File: src/rtl/msd_seq_extractor_if.sv
// Start/done bus for msd_seq_extractor; the lsd field exists only when
// MSD_LSD_EN is defined.
interface msd_seq_extractor_if #(
  parameter int WIDTH = 6
);
   logic             start;
   logic [WIDTH-1:0] in;
   logic             busy;
   logic             done;
   logic [4:0]       msd;
   logic [3:0]       ndigits;
   logic [1:0]       state_dbg;
`ifdef MSD_LSD_EN
   logic [3:0]       lsd;
`endif

   modport master (
      output start, in,
      input  busy, done, msd, ndigits, state_dbg
`ifdef MSD_LSD_EN
      , input lsd
`endif
   );

   modport slave (
      input  start, in,
      output busy, done, msd, ndigits, state_dbg
`ifdef MSD_LSD_EN
      , output lsd
`endif
   );
endinterface

File: src/rtl/msd_seq_extractor.sv
// Sequential one's-complement MSD / digit-count extractor, one divide-by-10 per clock.
// Optional least-significant-digit output enabled by defining MSD_LSD_EN.
module msd_seq_extractor #(
  parameter int WIDTH = 6
) (
   input logic                clk,
   input logic                rst_n,
   msd_seq_extractor_if.slave bus
);
   localparam int MW = WIDTH - 1;

   typedef enum logic [1:0] {
      S_IDLE = 2'd0,
      S_RUN  = 2'd1,
      S_DONE = 2'd2
   } state_t;

   state_t        state_q, state_d;
   logic [MW-1:0] mag_q, mag_d;
   logic          sign_q, sign_d;
   logic [3:0]    cnt_q, cnt_d;
   logic [4:0]    msd_q, msd_d;
   logic [3:0]    nd_q, nd_d;
`ifdef MSD_LSD_EN
   logic [3:0]    lsd_work_q, lsd_work_d;
   logic [3:0]    lsd_q, lsd_d;
`endif

   logic [MW-1:0] mag_in;
   logic [31:0]   mag_ext;

   assign mag_in  = bus.in[WIDTH-1] ? ~bus.in[MW-1:0] : bus.in[MW-1:0];
   assign mag_ext = 32'(mag_q);

   // Handshake: start is accepted on any edge where busy=0 (IDLE or DONE);
   // done is a one-cycle pulse and msd/ndigits hold until the next completion.
   always_comb begin
      state_d = state_q;
      mag_d   = mag_q;
      sign_d  = sign_q;
      cnt_d   = cnt_q;
      msd_d   = msd_q;
      nd_d    = nd_q;
`ifdef MSD_LSD_EN
      lsd_work_d = lsd_work_q;
      lsd_d      = lsd_q;
`endif
      case (state_q)
         S_IDLE, S_DONE: begin
            state_d = S_IDLE;
            if (bus.start) begin
               state_d = S_RUN;
               mag_d   = mag_in;
               sign_d  = bus.in[WIDTH-1];
               cnt_d   = 4'd1;
`ifdef MSD_LSD_EN
               lsd_work_d = 4'(32'(mag_in) % 32'd10);
`endif
            end
         end
         S_RUN: begin
            if (mag_ext >= 32'd10) begin
               mag_d = MW'(mag_ext / 32'd10);
               cnt_d = cnt_q + 4'd1;
            end else begin
               msd_d   = {~sign_q, mag_ext[3:0]};
               nd_d    = cnt_q;
               state_d = S_DONE;
`ifdef MSD_LSD_EN
               lsd_d = lsd_work_q;
`endif
            end
         end
         default: state_d = S_IDLE;
      endcase
   end

   always_ff @(posedge clk) begin
      if (!rst_n) begin
         state_q <= S_IDLE;
         mag_q   <= '0;
         sign_q  <= 1'b0;
         cnt_q   <= 4'd0;
         msd_q   <= 5'd0;
         nd_q    <= 4'd0;
`ifdef MSD_LSD_EN
         lsd_work_q <= 4'd0;
         lsd_q      <= 4'd0;
`endif
      end else begin
         state_q <= state_d;
         mag_q   <= mag_d;
         sign_q  <= sign_d;
         cnt_q   <= cnt_d;
         msd_q   <= msd_d;
         nd_q    <= nd_d;
`ifdef MSD_LSD_EN
         lsd_work_q <= lsd_work_d;
         lsd_q      <= lsd_d;
`endif
      end
   end

   assign bus.busy      = (state_q == S_RUN);
   assign bus.done      = (state_q == S_DONE);
   assign bus.msd       = msd_q;
   assign bus.ndigits   = nd_q;
   assign bus.state_dbg = state_q;
`ifdef MSD_LSD_EN
   assign bus.lsd       = lsd_q;
`endif
endmodule

File: src/flat_wrapper.sv
// flat-port wrapper written by rule: the top's interface ports become plain ports
module msd_seq_extractor_flat 
#(
  parameter int WIDTH = 6
)
  (clk, rst_n, bus_start, bus_in, bus_busy, bus_done, bus_msd, bus_ndigits, bus_state_dbg);
  msd_seq_extractor_if #(.WIDTH(WIDTH)) bus_i ();
  input logic clk;
  input logic rst_n;
  input wire logic [$bits(bus_i.start)-1:0] bus_start;
  input wire logic [$bits(bus_i.in)-1:0] bus_in;
  output wire logic [$bits(bus_i.busy)-1:0] bus_busy;
  output wire logic [$bits(bus_i.done)-1:0] bus_done;
  output wire logic [$bits(bus_i.msd)-1:0] bus_msd;
  output wire logic [$bits(bus_i.ndigits)-1:0] bus_ndigits;
  output wire logic [$bits(bus_i.state_dbg)-1:0] bus_state_dbg;
  assign bus_i.start = bus_start;
  assign bus_i.in = bus_in;
  assign bus_busy = bus_i.busy;
  assign bus_done = bus_i.done;
  assign bus_msd = bus_i.msd;
  assign bus_ndigits = bus_i.ndigits;
  assign bus_state_dbg = bus_i.state_dbg;
  msd_seq_extractor #(.WIDTH(WIDTH)) u_core (.clk(clk), .rst_n(rst_n), .bus(bus_i));
endmodule
File: config.mk
export PLATFORM = sky130hd
export DESIGN_NAME = msd_seq_extractor_flat
export DESIGN_NICKNAME = d
export VERILOG_FILES = /design/src/rtl/msd_seq_extractor_if.sv /design/src/rtl/msd_seq_extractor.sv /design/src/flat_wrapper.sv
export SDC_FILE = /design/constraint.sdc
export NUM_CORES = 1
export LEC_CHECK = 0
export CORE_ASPECT_RATIO = 1.4
export CORE_UTILIZATION = 39
export CTS_CLUSTER_DIAMETER = 60
export DETAILED_ROUTE_END_ITERATION = 8
export DONT_BUFFER_PORTS = 1
export GPL_ROUTABILITY_DRIVEN = 0
export HOLD_SLACK_MARGIN = 0.08
export SETUP_SLACK_MARGIN = 0.15
export SLEW_MARGIN = 20
export SYNTH_ARGS = -nofsm -noshare
export SYNTH_HDL_FRONTEND = slang
export SYNTH_SLANG_ARGS = --single-unit
File: constraint.sdc
create_clock -name clk -period 2.5 [get_ports clk]
set_clock_uncertainty 0.1 [all_clocks]
set_input_delay 0.5 -clock clk [delete_from_list [all_inputs] [get_ports clk]]
set_output_delay 0.5 -clock clk [all_outputs]
set_load 0.03 [all_outputs]
==> results.md <==
STA:
- At the pin with the least slew margin, the transition time is 565 ps.
- Setup repair after global routing left no endpoint under its margin.
- The count of final max-slew check failures is 0.
- The fraction of the cycle the final worst path needs is ~80%.
- The summed negative setup slack over all endpoints is 0 ps.
- The number of hold-slack violations in the final timing report is 0.
- Subtracting the final worst setup slack from the clock period gives 2000 ps.
- Static timing analysis puts the maximum clock frequency at 500 MHz.
- The worst pin sits at a relative slew slack of 62.2%.
- The count of endpoints failing setup in the final report is 0.

Die:
- The initial core utilization is 40.6%.
- The die is roughly 64 um tall.
- From left edge to right edge, the die measures 46.1 um.
- 22 I/O pins were placed.
- The area of the die is between 2000 and 3000 um^2.
- The core box area is 2620 um^2.
- The initialized floorplan defines 22 standard-cell rows.

Synthesis:
- Sequential elements use 39.6% of the synthesized area.
- Synthesis instantiated 30 different standard cells from the library.
- Ranked by total cell area, the synthesized netlist is headed by sky130_fd_sc_hd__dfxtp_1, sky130_fd_sc_hd__mux2i_1, sky130_fd_sc_hd__nand2_1.
- Synthesis handed over a netlist of 122 instances.
- The fraction of post-synthesis cell area in the top cell type by area is 39.6%.
- The synthesized area divided by synthesized cell count is 8.70 um^2.
- The post-synth net total is 136.
- The largest area contributor in the synthesized netlist is sky130_fd_sc_hd__dfxtp_1.
- Summing every instance area after synthesis gives between 1000 and 1500 um^2.
- For this run, the number of Yosys warnings is 0.
- The synthesized flop and latch total is 21.

Setup path:
- The startpoint-to-endpoint class of the critical path is reg -> out.
- The start of the worst register-to-register path is u_core.mag_q[2].
- For flop-to-flop paths, the worst setup slack is approximately 630 ps.
- STA classifies the critical path startpoint as a flop.
- STA puts the critical path data arrival time at around 1400 ps.
- The number of cells on the worst reg-to-reg path is 7.
- The maximum net fanout on the critical path is 5.
- The reg-to-reg critical path endpoint is u_core.mag_q[0].
- The most critical setup path has its endpoint at bus_busy.
- For the worst setup path, the data required time is between 1500 and 2000 ps.
- The critical path endpoint category is an output pin.
- Tracing the worst setup path back leads to its startpoint at u_core.bus.state_dbg[0].

Clock tree:
- The number of buffers inserted by hold repair at cts is 0.
- The later-pin clock latency in the skew report is ~310 ps.
- The maximum level of the CTS H-tree is 1.
- Gates resized during post-CTS repair numbered 0.
- The master cell of the clock root buffer is sky130_fd_sc_hd__clkbuf_4.
- After clock tree synthesis, the clock-pin slew on the worst setup and hold paths is 110 ps.
- The clock drives 21 sinks.
- The clock passes through at most 2 buffers.
- The TritonCTS clock tree is done.
- The post-CTS setup repair buffer count is 0.
- The number of CTS-inserted buffers is 3.

Routing:
- The via count normalized by instance count is 5.13.
- The detailed-route via count is 806.
- In the routed design, unresolved DRC markers number 0.
- Once detail routing completed, the nets flagged for antenna violations numbered 0.
- The highest routing layer actually used is met4.
- The total length of routed wires is roughly 2100 um.
- The number of DRC markers in iteration 0 is 12.
- Summed over all nets, wire length on met2 after detailed routing comes to 1100 um.
- The routed design uses 59 um of met3 wire.
- In the final routing, the length of wire on met1 measures 826 um.
- For this run, the detailed router's first-pass iteration total came to 4.
- The per-cell routed wire length is 13.2 um.

Final layout:
- Summing all multi-input logic gate instances after layout gives around 600 um^2.
- The post-route netlist has 6.61% of its cells at a drive strength greater than 1.
- The number of antenna diodes in the final layout is 0.
- The area occupied by registers is 420 um^2.
- After the last flow step, the layout net total stands at 136.
- The utilization after layout is a little over two fifths.
- The layout-stage area growth over the synthesis result is 5.31%.
- The count of filler cells inserted in the layout is 271.

Run status:
- The flow ran to the end, and the final reports show no timing, DRC or antenna violations.

Global routing:
- The overall global routing resource usage is 15.7%.
- The number of global-route vias before repair came to 759.
- The total grt overflow is 0.
- The pin count of the biggest net entering global routing is 33.
- The first global-routing pass estimated 3340 um of wire.
- The number of antenna violations at the first check in global routing came to 0.

Power and ir drop:
- In this run the power density over the cells is between 500 and 600 nW/um^2.
- The leakage power is 0.436 nW.
- The largest vdd supply drop is 0.281 mV.

Hold path:
- The worst hold path begins at rst_n.
- The path class of the lowest-slack min-delay path is in -> reg.

Flow run:
- Across the run, the number of max-cap violations was 0.

Placed design:
- During placement, the flow inserted port buffers numbering 0.
- Summed over all nets, the half-perimeter wirelength after detailed placement is 1560 um.
logic make-up (layout without fill, tap and decap cells):
logic type	Yosys count	count (layout)	synth area share, %
mux	10	10	9.43
flops	21	21	39.6
xor+xnor	5	5	4.13
buf+inv	12	11	4.36
simple gates	48	48	21.7
compound gates	21	21	14.9
fa+ha+maj	5	5	5.90
layout by cell type, fill, tap and decap left out, types with 2 or more instances in the layout:
cell type                   n
sky130_fd_sc_hd__a21boi_0   4
sky130_fd_sc_hd__mux2i_1   10
sky130_fd_sc_hd__o21a_1     2
sky130_fd_sc_hd__nor2b_1    2
sky130_fd_sc_hd__nand3b_1   4
sky130_fd_sc_hd__a21oi_1    6
sky130_fd_sc_hd__nand3_1    4
sky130_fd_sc_hd__clkbuf_4   3
sky130_fd_sc_hd__xor2_1     4
sky130_fd_sc_hd__inv_1      6
sky130_fd_sc_hd__nand2b_1   3
sky130_fd_sc_hd__nand2_1   25
sky130_fd_sc_hd__o21ai_0    3
sky130_fd_sc_hd__dfxtp_1   21
sky130_fd_sc_hd__nor2_1     3
sky130_fd_sc_hd__and2_1     2
sky130_fd_sc_hd__ha_1       5
critical path, stage by stage, from the launching register on:
cell and delay, ps:
sky130_fd_sc_hd__dfxtp_1 580, sky130_fd_sc_hd__nand2b_1 240, sky130_fd_sc_hd__inv_1 270
cells in the mapped netlist:
library cell               instances
sky130_fd_sc_hd__buf_2             1
sky130_fd_sc_hd__xnor2_1           1
sky130_fd_sc_hd__or2_2             1
sky130_fd_sc_hd__or3_1             1
sky130_fd_sc_hd__o21a_1            2
sky130_fd_sc_hd__nor2_1            3
sky130_fd_sc_hd__dfxtp_1          21
sky130_fd_sc_hd__nand2b_1          3
sky130_fd_sc_hd__a221oi_4          1
sky130_fd_sc_hd__nor3b_1           1
sky130_fd_sc_hd__a31o_2            1
sky130_fd_sc_hd__and2_1            2
sky130_fd_sc_hd__o31ai_1           1
sky130_fd_sc_hd__inv_1             6
sky130_fd_sc_hd__o211a_1           1
sky130_fd_sc_hd__a21boi_0          4
sky130_fd_sc_hd__nor2b_1           2
sky130_fd_sc_hd__mux2i_1          10
sky130_fd_sc_hd__a21oi_1           6
sky130_fd_sc_hd__o21ai_0           3
sky130_fd_sc_hd__o22ai_1           1
sky130_fd_sc_hd__ha_1              5
sky130_fd_sc_hd__nand2_1          25
sky130_fd_sc_hd__o31a_1            1
sky130_fd_sc_hd__nand4_1           1
sky130_fd_sc_hd__clkbuf_1          5
sky130_fd_sc_hd__nand3b_1          4
sky130_fd_sc_hd__nor3_1            1
sky130_fd_sc_hd__nand3_1           4
sky130_fd_sc_hd__xor2_1            4
per-stage QoR:
stage	instances	hold WS (ps)	total power, mW	area (um^2)	setup WS (ps)
after floorplan	122	338	0.457	1060	788
after global placement	153	346	0.465	1090	690
after detailed placement	153	358	0.470	1090	638
after CTS	157	186	0.639	1120	485
after global routing	157	188	0.664	1120	436
final	157	201	0.628	1120	500
power breakdown:
group	switching [mW]	internal, mW	leakage [nW]	total [mW]
logic	0.0463	0.0357	0.247	0.0820
registers	0.0285	0.350	0.171	0.378
clock network	0.108	0.0599	0.0177	0.168
total	0.183	0.445	0.436	0.628
routing by layer:
layer / up-vias / global-route usage (%)
met5: - / 0
met4: 0 / 10.3
met3: 7 / 2.01
met2: 13 / 26.8
met1: 378 / 16.8
li1: 408 / -
state kept, by name (all words and copies together) (netlist names):
name and count:
u_core.bus.ndigits 4, u_core.sign_q 1, u_core.bus.state_dbg 2, u_core.cnt_q 4, u_core.mag_q 5, u_core.bus.msd 5
worst min-delay path by stage:
stage                                  to  slack [ps]  depth (start not counted)
final                     u_core.mag_q[0]         200                          1
after global routing      u_core.mag_q[0]         190                          1
after CTS                 u_core.mag_q[0]         190                          1
after detailed placement    u_core.sign_q         360                          2
after global placement      u_core.sign_q         350                          2
after floorplan             u_core.sign_q         340                          2
cell type report:
class                           count  area share (%)
Timing Repair Buffer                1           0.672
Clock inverter                      1           0.448
Clock buffer                        3            2.02
Inverter                            6            2.02
Tap cell                           36            4.03
Sequential cell                    21            37.6
Multi-Input combinational cell     89            53.2
Power figures use the tool's default switching activity.
